[src/rtl/id_ex_reg.sv]
// ID/EX pipeline register: captures decoded ID state for EX, turns stall/flush into bubbles,
// and bypasses same-cycle WB write data into the operands. Optional counters: ID_EX_PERF_CNT_EN.
module id_ex_reg #(
   parameter int CNT_W = 16
) (
   input  logic             clk,
   input  logic             reset,
   input  logic             stall,
   input  logic             flush,
   input  logic [31:0]      ID_Inst,
   input  logic [31:0]      ID_PC_plus4,
   input  logic [31:0]      ID_Databus1,
   input  logic [31:0]      ID_Databus2,
   input  logic [31:0]      ID_Ext_out,
   input  logic [1:0]       ID_RegDst,
   input  logic [1:0]       ID_MemtoReg,
   input  logic [3:0]       ID_ALUOp,
   input  logic             ID_ALUSrc1,
   input  logic             ID_ALUSrc2,
   input  logic             ID_MemRead,
   input  logic             ID_MemWrite,
   input  logic             ID_RegWrite,
   input  logic             WB_RegWrite,
   input  logic [4:0]       WB_Write_register,
   input  logic [31:0]      WB_Write_data,
   output logic [31:0]      EX_Inst,
   output logic [31:0]      EX_PC_plus4,
   output logic [31:0]      EX_Databus1,
   output logic [31:0]      EX_Databus2,
   output logic [31:0]      EX_Ext_out,
   output logic [1:0]       EX_RegDst,
   output logic [1:0]       EX_MemtoReg,
   output logic [3:0]       EX_ALUOp,
   output logic             EX_ALUSrc1,
   output logic             EX_ALUSrc2,
   output logic             EX_MemRead,
   output logic             EX_MemWrite,
   output logic             EX_RegWrite,
   output logic [4:0]       EX_Rs,
   output logic [4:0]       EX_Rt,
   output logic [4:0]       EX_Rd,
   output logic [4:0]       EX_Shamt,
   output logic             EX_Valid,
   output logic [CNT_W-1:0] stall_cnt,
   output logic [CNT_W-1:0] flush_cnt
);

   typedef struct packed {
      logic [31:0] inst;
      logic [31:0] pc_plus4;
      logic [31:0] databus1;
      logic [31:0] databus2;
      logic [31:0] ext_out;
      logic [1:0]  reg_dst;
      logic [1:0]  mem_to_reg;
      logic [3:0]  alu_op;
      logic        alu_src1;
      logic        alu_src2;
      logic        mem_read;
      logic        mem_write;
      logic        reg_write;
      logic [4:0]  rs;
      logic [4:0]  rt;
      logic [4:0]  rd;
      logic [4:0]  shamt;
      logic        valid;
   } ex_t;

   ex_t        ex_d, ex_q;
   logic [4:0] id_rs, id_rt;
   logic       bypass_a, bypass_b;

   assign id_rs    = ID_Inst[25:21];
   assign id_rt    = ID_Inst[20:16];
   assign bypass_a = WB_RegWrite && (WB_Write_register != 5'd0) && (WB_Write_register == id_rs);
   assign bypass_b = WB_RegWrite && (WB_Write_register != 5'd0) && (WB_Write_register == id_rt);

   always_comb begin
      // NOTE: the all-zero default is also the bubble; assigning it first means no path leaves ex_d unassigned, so no latch.
      ex_d = '0;
      if (!flush && !stall) begin
         ex_d.inst       = ID_Inst;
         ex_d.pc_plus4   = ID_PC_plus4;
         ex_d.databus1   = bypass_a ? WB_Write_data : ID_Databus1;
         ex_d.databus2   = bypass_b ? WB_Write_data : ID_Databus2;
         ex_d.ext_out    = ID_Ext_out;
         ex_d.reg_dst    = ID_RegDst;
         ex_d.mem_to_reg = ID_MemtoReg;
         ex_d.alu_op     = ID_ALUOp;
         ex_d.alu_src1   = ID_ALUSrc1;
         ex_d.alu_src2   = ID_ALUSrc2;
         ex_d.mem_read   = ID_MemRead;
         ex_d.mem_write  = ID_MemWrite;
         ex_d.reg_write  = ID_RegWrite;
         ex_d.rs         = id_rs;
         ex_d.rt         = id_rt;
         ex_d.rd         = ID_Inst[15:11];
         ex_d.shamt      = ID_Inst[10:6];
         ex_d.valid      = 1'b1;
      end
   end

   // NOTE: sequential state uses non-blocking assignments so every register samples pre-edge values.
   always_ff @(posedge clk or negedge reset) begin
      if (!reset) ex_q <= '0;
      else        ex_q <= ex_d;
   end

   assign EX_Inst     = ex_q.inst;
   assign EX_PC_plus4 = ex_q.pc_plus4;
   assign EX_Databus1 = ex_q.databus1;
   assign EX_Databus2 = ex_q.databus2;
   assign EX_Ext_out  = ex_q.ext_out;
   assign EX_RegDst   = ex_q.reg_dst;
   assign EX_MemtoReg = ex_q.mem_to_reg;
   assign EX_ALUOp    = ex_q.alu_op;
   assign EX_ALUSrc1  = ex_q.alu_src1;
   assign EX_ALUSrc2  = ex_q.alu_src2;
   assign EX_MemRead  = ex_q.mem_read;
   assign EX_MemWrite = ex_q.mem_write;
   assign EX_RegWrite = ex_q.reg_write;
   assign EX_Rs       = ex_q.rs;
   assign EX_Rt       = ex_q.rt;
   assign EX_Rd       = ex_q.rd;
   assign EX_Shamt    = ex_q.shamt;
   assign EX_Valid    = ex_q.valid;

`ifdef ID_EX_PERF_CNT_EN
   logic [CNT_W-1:0] stall_q, flush_q;

   // A simultaneous flush and stall is one bubble, charged to flush only.
   always_ff @(posedge clk or negedge reset) begin
      if (!reset) begin
         stall_q <= '0;
         flush_q <= '0;
      end else begin
         if (flush && (flush_q != '1))
            flush_q <= flush_q + CNT_W'(1);
         if (stall && !flush && (stall_q != '1))
            stall_q <= stall_q + CNT_W'(1);
      end
   end

   assign stall_cnt = stall_q;
   assign flush_cnt = flush_q;
`else
   assign stall_cnt = '0;
   assign flush_cnt = '0;
`endif

endmodule
[config.mk]
export PLATFORM = sky130hd
export DESIGN_NAME = id_ex_reg
export DESIGN_NICKNAME = d
export VERILOG_FILES = /design/src/rtl/id_ex_reg.sv
export SDC_FILE = /design/constraint.sdc
export NUM_CORES = 1
export LEC_CHECK = 0
export CAP_MARGIN = 20
export CORE_AREA = 2 2 169 171
export CTS_CLUSTER_DIAMETER = 150
export DETAILED_ROUTE_END_ITERATION = 10
export DIE_AREA = 0 0 171 173
export PLACE_DENSITY = 0.7
export SLEW_MARGIN = 5
export SYNTH_ARGS = -nofsm -noshare
export SYNTH_HDL_FRONTEND = slang
export SYNTH_SLANG_ARGS = --single-unit
[constraint.sdc]
create_clock -name clk -period 0.8 [get_ports clk]
set_input_delay 0.16 -clock clk [delete_from_list [all_inputs] [get_ports clk]]
set_output_delay 0.16 -clock clk [all_outputs]
set_load 0.05 [all_outputs]
== Yosys cells after proc, flatten, opt, wreduce, memory -nomap -nowiden ==
Index checks and enable logic that the tools add are counted.

* Equal/unequal tests: 2
* Multiplexer cells: 3
* Reductions and logical operators: 7

{| class="wikitable"
|+ Operators by type and width
! operator !! number
|-
| 2-to-1 mux 194 bit || 1
|-
| 2-to-1 mux 32 bit || 2
|-
| equality test 5 bit || 2
|-
| nonzero test 5 bit || 1
|-
| logical AND 1 bit || 4
|-
| logical NOT 1 bit || 2
|}

* Bits in registers: 194
* Input bits: 215
* Output and inout bits: 226
* Logic and storage cells: 30

== Longest topological paths before layout ==
Gate-level depths: netlist (run 1).

* Word-level depth: 5
* Mapped depth: 6
* Depth with buffers taken out: 4

== Worst setup path after synthesis (run 1) ==
No wires, ideal clock.

* Path kind: input port to flip-flop
* From: in WB_Write_register[1]
* To: reg ex_q, in the netlist EX_Databus2[10]
* Library setup time: 79 ps
* Data arrival time: 1451 ps
* Data required time: 721 ps
* Setup slack: -730 ps
* Stages on the path: 6
* Buffers on the path: 2
* Path through: or4_1 -> o21ai_2 -> or4_4 -> buf_6 -> buf_12 -> mux2i_1

{| class="wikitable"
|+ RTL lines
! what !! line !! RTL
|-
| start, declared || 24 || <nowiki>input logic [4:0] WB_Write_register,</nowiki>
|-
| end signal, assigned || 105 || <nowiki>if (!reset) ex_q <= '0;</nowiki>
|-
| end signal, assigned || 106 || <nowiki>else ex_q <= ex_d;</nowiki>
|-
| end, declared || 69 || <nowiki>ex_t ex_d, ex_q;</nowiki>
|}

==> run metrics, run 1 <==
WL met3 2.29 mm; Crit-path slowest cell or4_4; gr usage total 17.1%; Critical Path Fanout Max 4; Avg Cell Area, Syn 12.5 sq um; die span in x roughly 170 um; CTS clk-pin slew, worst paths 0.07 ns; I/O pins 441; RSZ-0062 raised after global routing true; placed cells between 1,000 and 1,500; H-tree levels 4; Max Fclk around 0.70 GHz; Root Driver clkbuf_16; Initial Util 24.4%; final cell count without fillers 1,380; minimum clock period 1.42 ns; Placer Congestion 0.806; Yosys top cell area share 64.5%; top-count cell post-synth dfrtp_1; hold slack between 0.07 and 0.08 ns; ys flop type dfrtp_1; GRT overflow 0; most frequent cells after synthesis 174 x dfrtp_1, 109 x and2_1, 96 x nand2_1; max-cap violations 0; CP cell instances buf_6 > or4_4 > o21ai_4 > buf_6 > or4_4 > buf_6 > clkbuf_16 > mux2i_1; Die Y 173 um; total chip power 23,700 uW; vias in the first global route 6,074; ranking of synthesized cells by area dfrtp_1 65%, and2_1 10%, mux2i_1 9.5%, buf_4 5.8%, nand2_1 5.3%; Avg WL per Cell 18.4 um; Die Footprint 29,600 sq um; Synth cell types 18; clock sinks 174; first-pass GRT wire length 37.0 mm; most used cell, CP buf_6; WP data required approximately 1.2 ns; DRT Wirelength 25.5 mm; Max Slew Vio Count 0; VDD IR max 1110 uV; final hold vios 0; Worst Setup End Kind flop; Fin Setup TNS -102.69 ns; fraction of registers with async set/reset 100%; Worst setup endpoint EX_Databus2[17]; uppermost layer routed met4; kind of start point of the critical path input pin; initial drt markers 191; failing checks setup timing; Syn Inst Count roughly 540; Post-synth EDFFs 0; sequential share of the synthesized area about 65%; slowest stage delay, CP around 0.55 ns; pre-CTS setup slack -1.29 ns; core region area 27,600 sq um; CP Class in -> reg; Critical Path Stages 8; Crit path buffers/inverters 4; Final Worst Setup Slack -0.625 ns; Routed Antenna Nets 0; # rows about 60; CP Launch Point WB_Write_register[1]; CP top delay family simple AND/OR/NAND/NOR gates; area delta synth->final 114%; Nets approximately 1,200; LEAKAGE 0.00657 uW; number of fill cells 2,338; fin crit share 178%; Post-Syn Area roughly 6800 sq um; post-route DRC violation count 0; yosys synthesis warning count 0; CTS max path bufs 2; DP HPWL 19.4 mm; CTS buffer count 17; drt first pass iters 4; Hold Path Class in -> reg; Port Buffers around 400; DR vias/cell slightly below 4; routed wl met2 14.3 mm; Yosys reg bits 174; vias post-DR 5,449; status finished, violations left; largest net degree at the start of global routing 44; CTS tree done; layout cell share with drive strength beyond 1 between 30% and 40%; final setup violation count 258; Data arrival, critical path 1.78 ns; M1 WL 8.14 mm; antenna violations before repair 1; largest area contributor in the netlist dfrtp_1; Power Density 1640 nW/um^2
[registers in the layout (all words and copies together), names as in the netlist, 2 cells and up]
register,cells
EX_RegDst,2
EX_Databus2,32
EX_Ext_out,32
EX_MemtoReg,2
EX_Rs,4
EX_Inst,17
EX_Rd,4
EX_Shamt,3
EX_Rt,4
EX_Databus1,32
EX_PC_plus4,32
EX_ALUOp,4
[report_power, final]
part	leakage, uW	internal, uW	switching [uW]	total (uW)
clock	0.000292	4680	3800	8480
sequential	0.00231	9150	338	9490
combinational	0.00397	2940	2770	5720
total	0.00657	16800	6910	23700
[what timing repair did]
action / 4_1_cts / 5_1_grt
setup buffers: 15 / 4
resized for setup: 62 / 16
pin swaps: 8 / 9
cloned: 8 / 4
endpoints found under the setup margin: 357 / 280
endpoints found under the hold margin: 174 / 1
hold buffers: 1 / 1
[through the flow]
step	area, sq um	util [%]
2_1_floorplan	7170	-
3_3_place_gp	13400	48.3
3_5_place_dp	13400	48.3
4_1_cts	14400	52.1
5_1_grt	14400	52.2
6_report	14400	52.2
[area by class of cell]
| type | count | area (sq um) | share of cell area [%] |
|---|---|---|---|
| antenna | 1 | 2.50 | 0.0173 |
| clock buffer | 18 | 429 | 2.97 |
| clock inverter | 14 | 161 | 1.12 |
| multi-input combinational | 318 | 1990 | 13.8 |
| sequential | 174 | 4380 | 30.3 |
| tap | 378 | 473 | 3.28 |
| timing repair buffer | 477 | 7000 | 48.5 |
[layout by cell type (no fill, tap or decap), types with 2 or more instances in the layout]
cell	instances
inv_6	4
dfrtp_2	20
and2_4	2
clkdlybuf4s50_1	196
clkinv_4	4
dlygate4sd3_1	2
bufinv_16	2
buf_2	3
or4_4	2
and2_1	107
dfrtp_1	154
buf_12	215
clkbuf_16	21
xnor2_1	6
nand3_1	2
buf_6	12
clkinv_2	3
buf_16	5
conb_1	32
mux2i_1	61
clkdlybuf4s15_1	3
dlygate4sd2_1	5
mux2i_2	3
nand2_1	96
clkbuf_2	3
buf_4	26
xor2_1	4
[layer usage]
layer | global-route usage, % | vias to the layer above
met5 | 0 | -
met4 | 6.92 | 0
met3 | 5.79 | 37
met2 | 32.8 | 289
met1 | 16.4 | 2618
li1 | - | 2505
[kinds of logic (layout without fill, tap and decap cells)]
| family | count (synthesis) | count (layout) | synth area share (%) |
|---|---|---|---|
| flops | 174 | 174 | 64.5 |
| buf+inv | 81 | 509 | 8.29 |
| xor+xnor | 10 | 10 | 1.30 |
| mux | 64 | 64 | 9.49 |
| other cells | 1 | 33 | 0.0556 |
| compound gates | 1 | 1 | 0.130 |
| simple gates | 211 | 211 | 16.2 |
[worst min-delay path by stage]
stage	startpoint	to	slack (ns)	depth (start not counted)
detailed placement	reset	EX_Databus1[19]	0.13	2
CTS	ID_Inst[25]	EX_Inst[25]	0.07	2
global route	ID_Inst[16]	EX_Rt[0]	0.07	2
global placement	reset	EX_Databus2[27]	0.12	2
finish	ID_Inst[20]	EX_Inst[20]	0.07	2
floorplan	reset	EX_ALUOp[0]	-0.14	0
Note: power is estimated with default switching activity, not from simulation.
==> inputs of run 2 (changes only) <==
--- a/config.mk
+++ b/config.mk
@@ -6,11 +6,14 @@
 export NUM_CORES = 1
 export LEC_CHECK = 0
 export CAP_MARGIN = 20
-export CORE_AREA = 2 2 169 171
+export CELL_PAD_IN_SITES_DETAIL_PLACEMENT = 0
+export CELL_PAD_IN_SITES_GLOBAL_PLACEMENT = 1
+export CORE_MARGIN = 2
+export CORE_UTILIZATION = 24
 export CTS_CLUSTER_DIAMETER = 150
 export DETAILED_ROUTE_END_ITERATION = 10
-export DIE_AREA = 0 0 171 173
-export PLACE_DENSITY = 0.7
+export MAX_ROUTING_LAYER = met4
+export PLACE_DENSITY = 0.87
 export SLEW_MARGIN = 5
 export SYNTH_ARGS = -nofsm -noshare
 export SYNTH_HDL_FRONTEND = slang
==> constraint.sdc (replaced) <==
create_clock -name clk -period 0.8 [get_ports clk]
set_input_delay 0.16 -clock clk [delete_from_list [all_inputs] [get_ports clk]]
set_output_delay 0.16 -clock clk [all_outputs]
set_load 0.02 [all_outputs]
==> run metrics, run 2 (same netlist as run 1, synthesis figures left out) <==
Routed Antenna Nets 0 (unchanged); Nets 1,191 (-1.0%); Hold Path Class in -> reg; Port Buffers 408 (unchanged); RSZ-0062 raised after global routing true; vias post-DR 5,358 (-1.7%); I/O pins 441 (unchanged); clock sinks 174 (unchanged); Fin Setup TNS -89.08 ns (+13.61 ns); WP data required 1.11 ns (-0.04 ns); commonest non-fill, non-tap cell in the layout buf_6; total chip power 22,500 uW (-5.1%); worst hold endpoint EX_Rs[0]; Critical Path Fanout Max 7 (+3); number of fill cells 2,535 (+8.4%); layout cell share with drive strength beyond 1 31.1% (-2.0 points); # rows 61 (unchanged); VDD IR max 1050 uV (-5.1%); DP HPWL 17.4 mm (-11%); Die Y 172 um (-0.75%); CTS buffer count 17 (unchanged); GRT overflow 0 (unchanged); Final Worst Setup Slack -0.523 ns (+0.101 ns); vias in the first global route 5,394 (-11%); max-cap violations 0 (unchanged); Initial Util 24.4% (-0.067 points); initial drt markers 154 (-19%); die span in x 172 um (+0.41%); Worst Setup End Kind flop; highest-count cells in the layout ignoring fill and taps 205 x buf_6, 195 x clkdlybuf4s50_1, 174 x dfrtp_1; multi-input combinational cell area 2030 sq um (+2.3%); Data arrival, critical path 1.63 ns (-0.15 ns); failing checks setup timing; DRT Wirelength 24.2 mm (-4.9%); gr usage total 16.0% (-1.1 points); core region area 27,700 sq um (+0.28%); Max Slew Vio Count 0 (unchanged); Root Driver clkbuf_16; CTS tree done; first-pass GRT wire length 32.9 mm (-11%); post-route DRC violation count 0 (unchanged); largest net degree at the start of global routing 56 (+27%); CTS clk-pin slew, worst paths 0.07 ns (about the same); kind of start point of the critical path input pin; Power Density 1760 nW/um^2 (+7.4%); WHS Path Cells 2 (unchanged); DR vias/cell 3.91 (-0.95%); area delta synth->final 88.9%; minimum clock period 1.32 ns (-0.101 ns); final hold vios 0 (unchanged); final setup violation count 258 (unchanged); LEAKAGE 0.00615 uW (-6.4%); CP Class in -> reg; Max Fclk 0.756 GHz (+7.7%); antenna violations before repair 2 (+1); Die Footprint 29,500 sq um (-0.34%); worst min-delay path startpoint ID_Inst[21]; status finished, violations left; register area 4350 sq um (-0.57%); fin crit share 165% (-13 points); CTS max path bufs 2 (unchanged); Placer Congestion 0.785 (-2.7%); H-tree levels 4 (unchanged); Avg WL per Cell 17.7 um (-4.2%); drt first pass iters 6 (+2)
[run 2: how the worst max path moves through the flow]
| stage | startpoint | end | depth (start not counted) |
|---|---|---|---|
| after floorplan | WB_Write_register[1] | EX_Databus2[10] | 6 |
| after global placement | WB_Write_register[0] | EX_Databus2[29] | 6 |
| after detailed placement | WB_Write_register[0] | EX_Databus2[16] | 6 |
| after CTS | WB_Write_register[2] | EX_Databus2[5] | 8 |
| after global routing | WB_Write_register[1] | EX_Databus2[16] | 7 |
| final | ID_Inst[19] | EX_Databus2[12] | 7 |
[run 2: layer usage]
layer | wire, um | global-route usage (%) | up-vias
met3 | 2190 | 5.66 | 22
met2 | 13300 | 29.1 | 271
li1 | - | - | 2489
met4 | 357 | 5.23 | 0
met1 | 8410 | 15.9 | 2576
met5 | 0 | - | -
[run 2: where the power goes]
part           switching [uW]  internal [uW]  total (uW)
clock network            3780           5490        9270
registers                 196           9140        9340
logic                    1650           2210        3860
total                    5630          16800       22500
[run 2: worst max-delay path, cell delays in order]
cell     delay [ns]
buf_2          0.12
xnor2_2        0.16
nand3_1        0.10
or4_4          0.60
buf_12         0.16
buf_12         0.14
mux2i_4        0.18
[run 2: stage by stage]
stage          utilization [%]  hold WS (ns)  area [sq um]  worst slack, ns  std cells
2_1_floorplan                -        -0.136          7000           -0.717        573
3_3_place_gp              40.8        0.0611         11300            -1.21       1311
3_5_place_dp              40.8        0.0645         11300            -1.27       1311
4_1_cts                   45.5        0.0560         12600           -0.515       1364
5_1_grt                   46.0        0.0550         12700           -0.558       1369
6_report                  46.0        0.0587         12800           -0.523       1370
[run 2: what timing repair did]
item / CTS / global route
hold endpoints to repair: 176 / 1
gates cloned: 9 / 2
endpoints found under the setup margin: 366 / 272
pin swaps: 10 / 8
resized for setup: 1175 / 47
hold buffers: 3 / 1
buffers inserted: 9 / 3
[run 2: final cells by class]
type                       count  share of cell area [%]
clock buffer                  19                    3.55
timing repair buffer         465                    41.0
antenna                        3                  0.0589
multi-input combinational    318                    15.9
sequential                   174                    34.1
clock inverter                13                    1.61
tap                          378                    3.71
==> RTL change 1 (config.mk and constraints of run 1) <==
`CNT_W`: 16 -> 12.
--- a/src/rtl/id_ex_reg.sv
+++ b/src/rtl/id_ex_reg.sv
@@ -2,5 +2,5 @@
 // and bypasses same-cycle WB write data into the operands. Optional counters: ID_EX_PERF_CNT_EN.
 module id_ex_reg #(
-   parameter int CNT_W = 16
+   parameter int CNT_W = 12
 ) (
    input  logic             clk,
Interface: changed (resized flush_cnt and stall_cnt); port bits go from 441 to 433. The function was not compared with the original's and may differ.
==> RTL change 1 against run 1 <==
The run still ends with setup timing left; sequential power hardly changed; routed wire length is 0.49% higher; sequential cell count stayed put; worst setup slack better by 0.12 ns; combinational power hardly changed; via count is 0.68% lower; cell area hardly changed; area after synthesis is 0.89% lower; hold slack worse by 0.066 ns; total power is 0.87% lower; count of clock-buffer cells in the layout stayed put; die area stayed put; largest power group unchanged.
==> RTL change 1: results (changes against run 1) <==
| Metric | Value |
|---|---|
| Antenna diodes | `1 (unchanged)` |
| Final count of negative-setup-slack endpoints | `259 (was 258)` |
| Worst hold path type | `in -> reg (unchanged)` |
| First-pass GRT wire length | `36900 um (was 37000 um)` |
| Hold Slack | `0.00907 ns (was 0.0750 ns)` |
| Layout cell share with drive strength beyond 1 | `34.1% (was 33.2%)` |
| Status | `complete, but fails checks (unchanged)` |
| Non-clock buffering overhead | `48.4% (was 48.5%)` |
| Clock-cell share | `4.03% (was 4.09%)` |
| Seq. cell area | `4380 sq um (about the same)` |
| WL final | `25600 um (was 25500 um)` |
| DRT met1 WL | `8390 um (was 8140 um)` |
| Largest net degree at the start of global routing | `45 (was 44)` |
| WHS Path Cells | `2 (unchanged)` |
| Final setup margin | `-0.502 ns (was -0.625 ns)` |
| Number of global-route vias before repair | `5903 (was 6074)` |
| Placed Instance Area | `13200 sq um (was 13400 sq um)` |
| Post-synth top cells | `dfrtp_1, and2_1, nand2_1, mux2i_1, buf_4 (unchanged)` |
| Final Util | `52.2% (about the same)` |
| Lkg Pwr | `6.56 nW (was 6.57 nW)` |
| GR Layer Usage met3 | `6.34% (was 5.79%)` |
| GR Util met2 | `32.7% (was 32.8%)` |
| Synthesized area per cell | `12.5 sq um (about the same)` |
| Area of the multi-input gates | `2010 sq um (was 1990 sq um)` |
| Total CTS buffers | `17 (unchanged)` |
| DRT Pass-1 Iters | `4 (unchanged)` |
| Htree depth | `4 (unchanged)` |
| Tot GR Track Use | `17.1% (about the same)` |
| Met1 GRT Util | `17.0% (was 16.4%)` |
| Vias per cell | `3.96 (was 3.95)` |
| WL/cell | `18.7 um (was 18.4 um)` |
| Met2 routed WL | `14500 um (was 14300 um)` |
| Highest net fanout along the worst path | `6 (was 4)` |
| Routability cong. | `0.812 (was 0.806)` |
| Sequential area share after synthesis | `65.1% (was 64.5%)` |
| Yosys cell types | `18 (unchanged)` |
| Clk buf depth | `2 (unchanged)` |
| Hold EP | `EX_Rt[0] (was EX_Inst[20])` |
| # clk buffers | `18 (unchanged)` |
| Synth area leaders | `dfrtp_1, and2_1, mux2i_1 (unchanged)` |
| DP Worst Slack | `-1.23 ns (was -1.29 ns)` |
| NumNets Final | `1188 (was 1203)` |
| Crit path launch | `WB_Write_register[2] (was WB_Write_register[1])` |
| WL met3 | `2350 um (was 2290 um)` |
| Dpl cells | `1305 (was 1321)` |
| Initial DRC count | `207 (was 191)` |
| PostCTS Resize Cnt | `64 (was 62)` |
| Postcts setup bufs | `12 (was 15)` |
| CP endpoint | `EX_Databus2[31] (was EX_Databus2[17])` |
| Crit path arrival time | `1.64 ns (was 1.78 ns)` |
| Setup TNS Final | `-97.90 ns (was -102.69 ns)` |
| Hold Path Origin | `ID_Inst[16] (was ID_Inst[20])` |
| Highest routed layer | `met4 (unchanged)` |
| Buffers outside the clock class | `470 (was 477)` |
| Multi-input gates | `310 (was 318)` |
| VDD IR max | `905 uV (was 1110 uV)` |
| Fillers | `2304 (was 2338)` |
| Failing checks | `setup timing (unchanged)` |
| Post-DP HPWL | `18800 um (was 19400 um)` |
RTL change 1: changes by cell type after synthesis, sizes merged:
cell	delta
buf	-8
RTL change 1: cell families after synthesis:
logic type      count (synthesis)  synth area share (%)
buf+inv                        73                  7.46
mux                            64                  9.58
flops                         174                  65.1
xor+xnor                       10                  1.31
other cells                     1                0.0561
compound gates                  1                 0.131
simple gates                  211                  16.4
RTL change 1: where the power goes:
| group | switching, mW | internal [mW] | leakage [nW] |
|---|---|---|---|
| registers | 0.350 | 9.15 | 2.31 |
| logic | 2.70 | 2.99 | 3.97 |
| clock network | 4.04 | 4.24 | 0.280 |
RTL change 1: worst max-delay path: stages:
cell	delay [ns]
buf_6	0.09
or4_4	0.55
o21ai_4	0.15
or4_4	0.20
buf_12	0.13
buf_12	0.13
mux2i_1	0.21
==> RTL change 2 (config.mk and constraints of run 1) <==
Made on the original files. Add a define of `ID_EX_PERF_CNT_EN`.
--- a/src/rtl/id_ex_reg.sv
+++ b/src/rtl/id_ex_reg.sv
@@ -1,4 +1,6 @@
 // ID/EX pipeline register: captures decoded ID state for EX, turns stall/flush into bubbles,
 // and bypasses same-cycle WB write data into the operands. Optional counters: ID_EX_PERF_CNT_EN.
+`define ID_EX_PERF_CNT_EN
+
 module id_ex_reg #(
    parameter int CNT_W = 16
Behaviour: not the same (a bounded check fails within 4 cycles, from zero or initial values and one cycle with reset low).
==> RTL change 2 against run 1 <==
Non-clock buffer count is 131 higher; highest routed layer is now met5; core utilization rose by 13 points; cell area increased by 26%; largest power group unchanged; sequential cell count grew 32; area after synthesis rose by 21%; total power is 44% higher; critical path depth shrank 2; the run still ends with setup timing left; maximum frequency decreased by 14%; clock power is 36% higher; worst setup slack got worse by 0.22 ns; critical endpoint is now flush_cnt[5]; final cell count up 19%; synthesized cell count grew 22%; routed wire length rose by 28%; die area stayed put.
==> RTL change 2: results (changes against run 1) <==
| Metric | Value |
|---|---|
| Status | `complete, but fails checks (unchanged)` |
| Initial DRC count | `198 (was 191)` |
| WL/cell | `19.8 um (was 18.4 um)` |
| Clk buf depth | `3 (was 2)` |
| WHS Path Cells | `2 (unchanged)` |
| Primary FF master, synth | `dfrtp_1 (unchanged)` |
| Setup TNS Final | `-151.21 ns (was -102.69 ns)` |
| Layout cell share with drive strength beyond 1 | `43.5% (was 33.2%)` |
| Post-synth ARST share | `100% (unchanged)` |
| CP peak stage delay | `0.39 ns (was 0.55 ns)` |
| Number of global-route vias before repair | `8006 (was 6074)` |
| Synth area leaders | `dfrtp_1, and2_1, mux2i_1 (unchanged)` |
| Insertion delay to the later sink of the worst-skew pair | `0.51 ns` |
| Root Driver | `clkbuf_16 (unchanged)` |
| Worst Tran Pin Value | `0.324 ns` |
| Largest net degree at the start of global routing | `42 (was 44)` |
| Final count of negative-setup-slack endpoints | `366 (was 258)` |
| Total CTS buffers | `24 (was 17)` |
| Highest net fanout along the worst path | `7 (was 4)` |
| Post-DP HPWL | `23100 um (was 19400 um)` |
| Htree depth | `1 (was 4)` |
| Routability cong. | `0.879 (was 0.806)` |
| Final setup margin | `-0.849 ns (was -0.625 ns)` |
| Port bufs | `440 (was 408)` |
| VDD IR max | `1160 uV (was 1110 uV)` |
| Crit end category | `register (unchanged)` |
| Synth top area share | `63.4% (was 64.5%)` |
| Lkg Pwr | `8.18 nW (was 6.57 nW)` |
| DRT Pass-1 Iters | `4 (unchanged)` |
| Worst path top cell family by delay | `simple AND/OR/NAND/NOR gates (unchanged)` |
| Depth of the most critical reg-to-reg path | `6` |
| Critical path's slowest cell | `dfrtp_2 (was or4_4)` |
| Crit path launch | `flush_cnt[1] (was WB_Write_register[1])` |
| First-pass GRT wire length | `47600 um (was 37000 um)` |
| Worst hold path type | `in -> reg (unchanged)` |
| NumNets Final | `1460 (was 1203)` |
| DP Worst Slack | `-1.28 ns (was -1.29 ns)` |
| Clock slew at reported path FFs | `0.06 ns` |
| Clock skew after layout | `0.00521 ns` |
| Sequential area share after synthesis | `63.4% (was 64.5%)` |
| Failing checks | `setup timing (unchanged)` |
| Synthesized net count | `880` |
| Crit path arrival time | `2.07 ns (was 1.78 ns)` |
| Antenna violations before repair | `4 (was 1)` |
| Tot GR Track Use | `21.3% (was 17.1%)` |
| Worst flop-to-flop path endpoint | `flush_cnt[5]` |
| Vias per cell | `4.41 (was 3.95)` |
| Synth warn | `0 (unchanged)` |
| Yosys cell types | `39 (was 18)` |
| Post-synth top cells | `dfrtp_1, and2_1, nand2_1, mux2i_1, buf_4 (unchanged)` |
## RTL change 2: kinds of logic (layout without fill, tap and decap cells)
logic type	Yosys count	after routing	share of synthesized area (%)
and+or+nand+nor	270	270	17.7
xor gates and xnor gates	37	37	3.98
other	0	3	0
buffers and inverters	56	654	4.41
AOI/OAI and AO/OA	25	25	1.97
muxes	67	67	8.29
DFF	206	206	63.4
adders and majority gates	2	2	0.308
## RTL change 2: where the power goes
part           leakage (nW)  switching, mW  internal [mW]
Sequential             2.69          0.681           11.2
Combinational          5.07           5.05           5.75
Clock                 0.424           4.31           7.21
## RTL change 2: area by class of cell
type                            instances  area, sq um
Fill cell                            1912         9470
Sequential cell                       206         5220
Timing Repair Buffer                  608         8640
Inverter                                2         7.51
Clock buffer                           42          820
Antenna cell                            3         7.51
Multi-Input combinational cell        401         2960
Clock inverter                          2         35.0
Tap cell                              378          473
## RTL change 2: repair_timing
action                                  CTS  global route
buffers inserted                         41            22
gates cloned                             12             0
pin swaps                                35            29
endpoints found under the setup margin  430           379
endpoints found under the hold margin   206             3
hold buffers                              1             3
resized for setup                       137            35
## RTL change 2: routing by layer
layer / GRT usage (%) / vias to the layer above / routed length [um]
met5: 0 / - / 27
met3: 6.02 / 82 / 2530
met2: 38.3 / 339 / 17000
met1: 23.4 / 3515 / 11600
li1: - / 3308 / -
met4: 8.97 / 4 / 1450
## RTL change 2: through the flow
step | hold WS (ns) | cells | instance area (sq um)
after global placement | 0.0895 | 1525 | 16000
final | 0.0433 | 1642 | 18200
after floorplan | -0.136 | 663 | 8540
after CTS | 0.0206 | 1619 | 17900
after global routing | 0.0360 | 1641 | 18200
after detailed placement | 0.0903 | 1525 | 16000
## RTL change 2: how the worst min path moves through the flow
stage / from / to / slack [ns]
detailed placement: reset / EX_PC_plus4[25] / 0.09
CTS: ID_Inst[17] / EX_Rt[1] / 0.02
finish: ID_Inst[17] / EX_Rt[1] / 0.04
global placement: reset / flush_cnt[14] / 0.09
global route: ID_Inst[17] / EX_Rt[1] / 0.04
floorplan: reset / EX_ALUOp[0] / -0.14
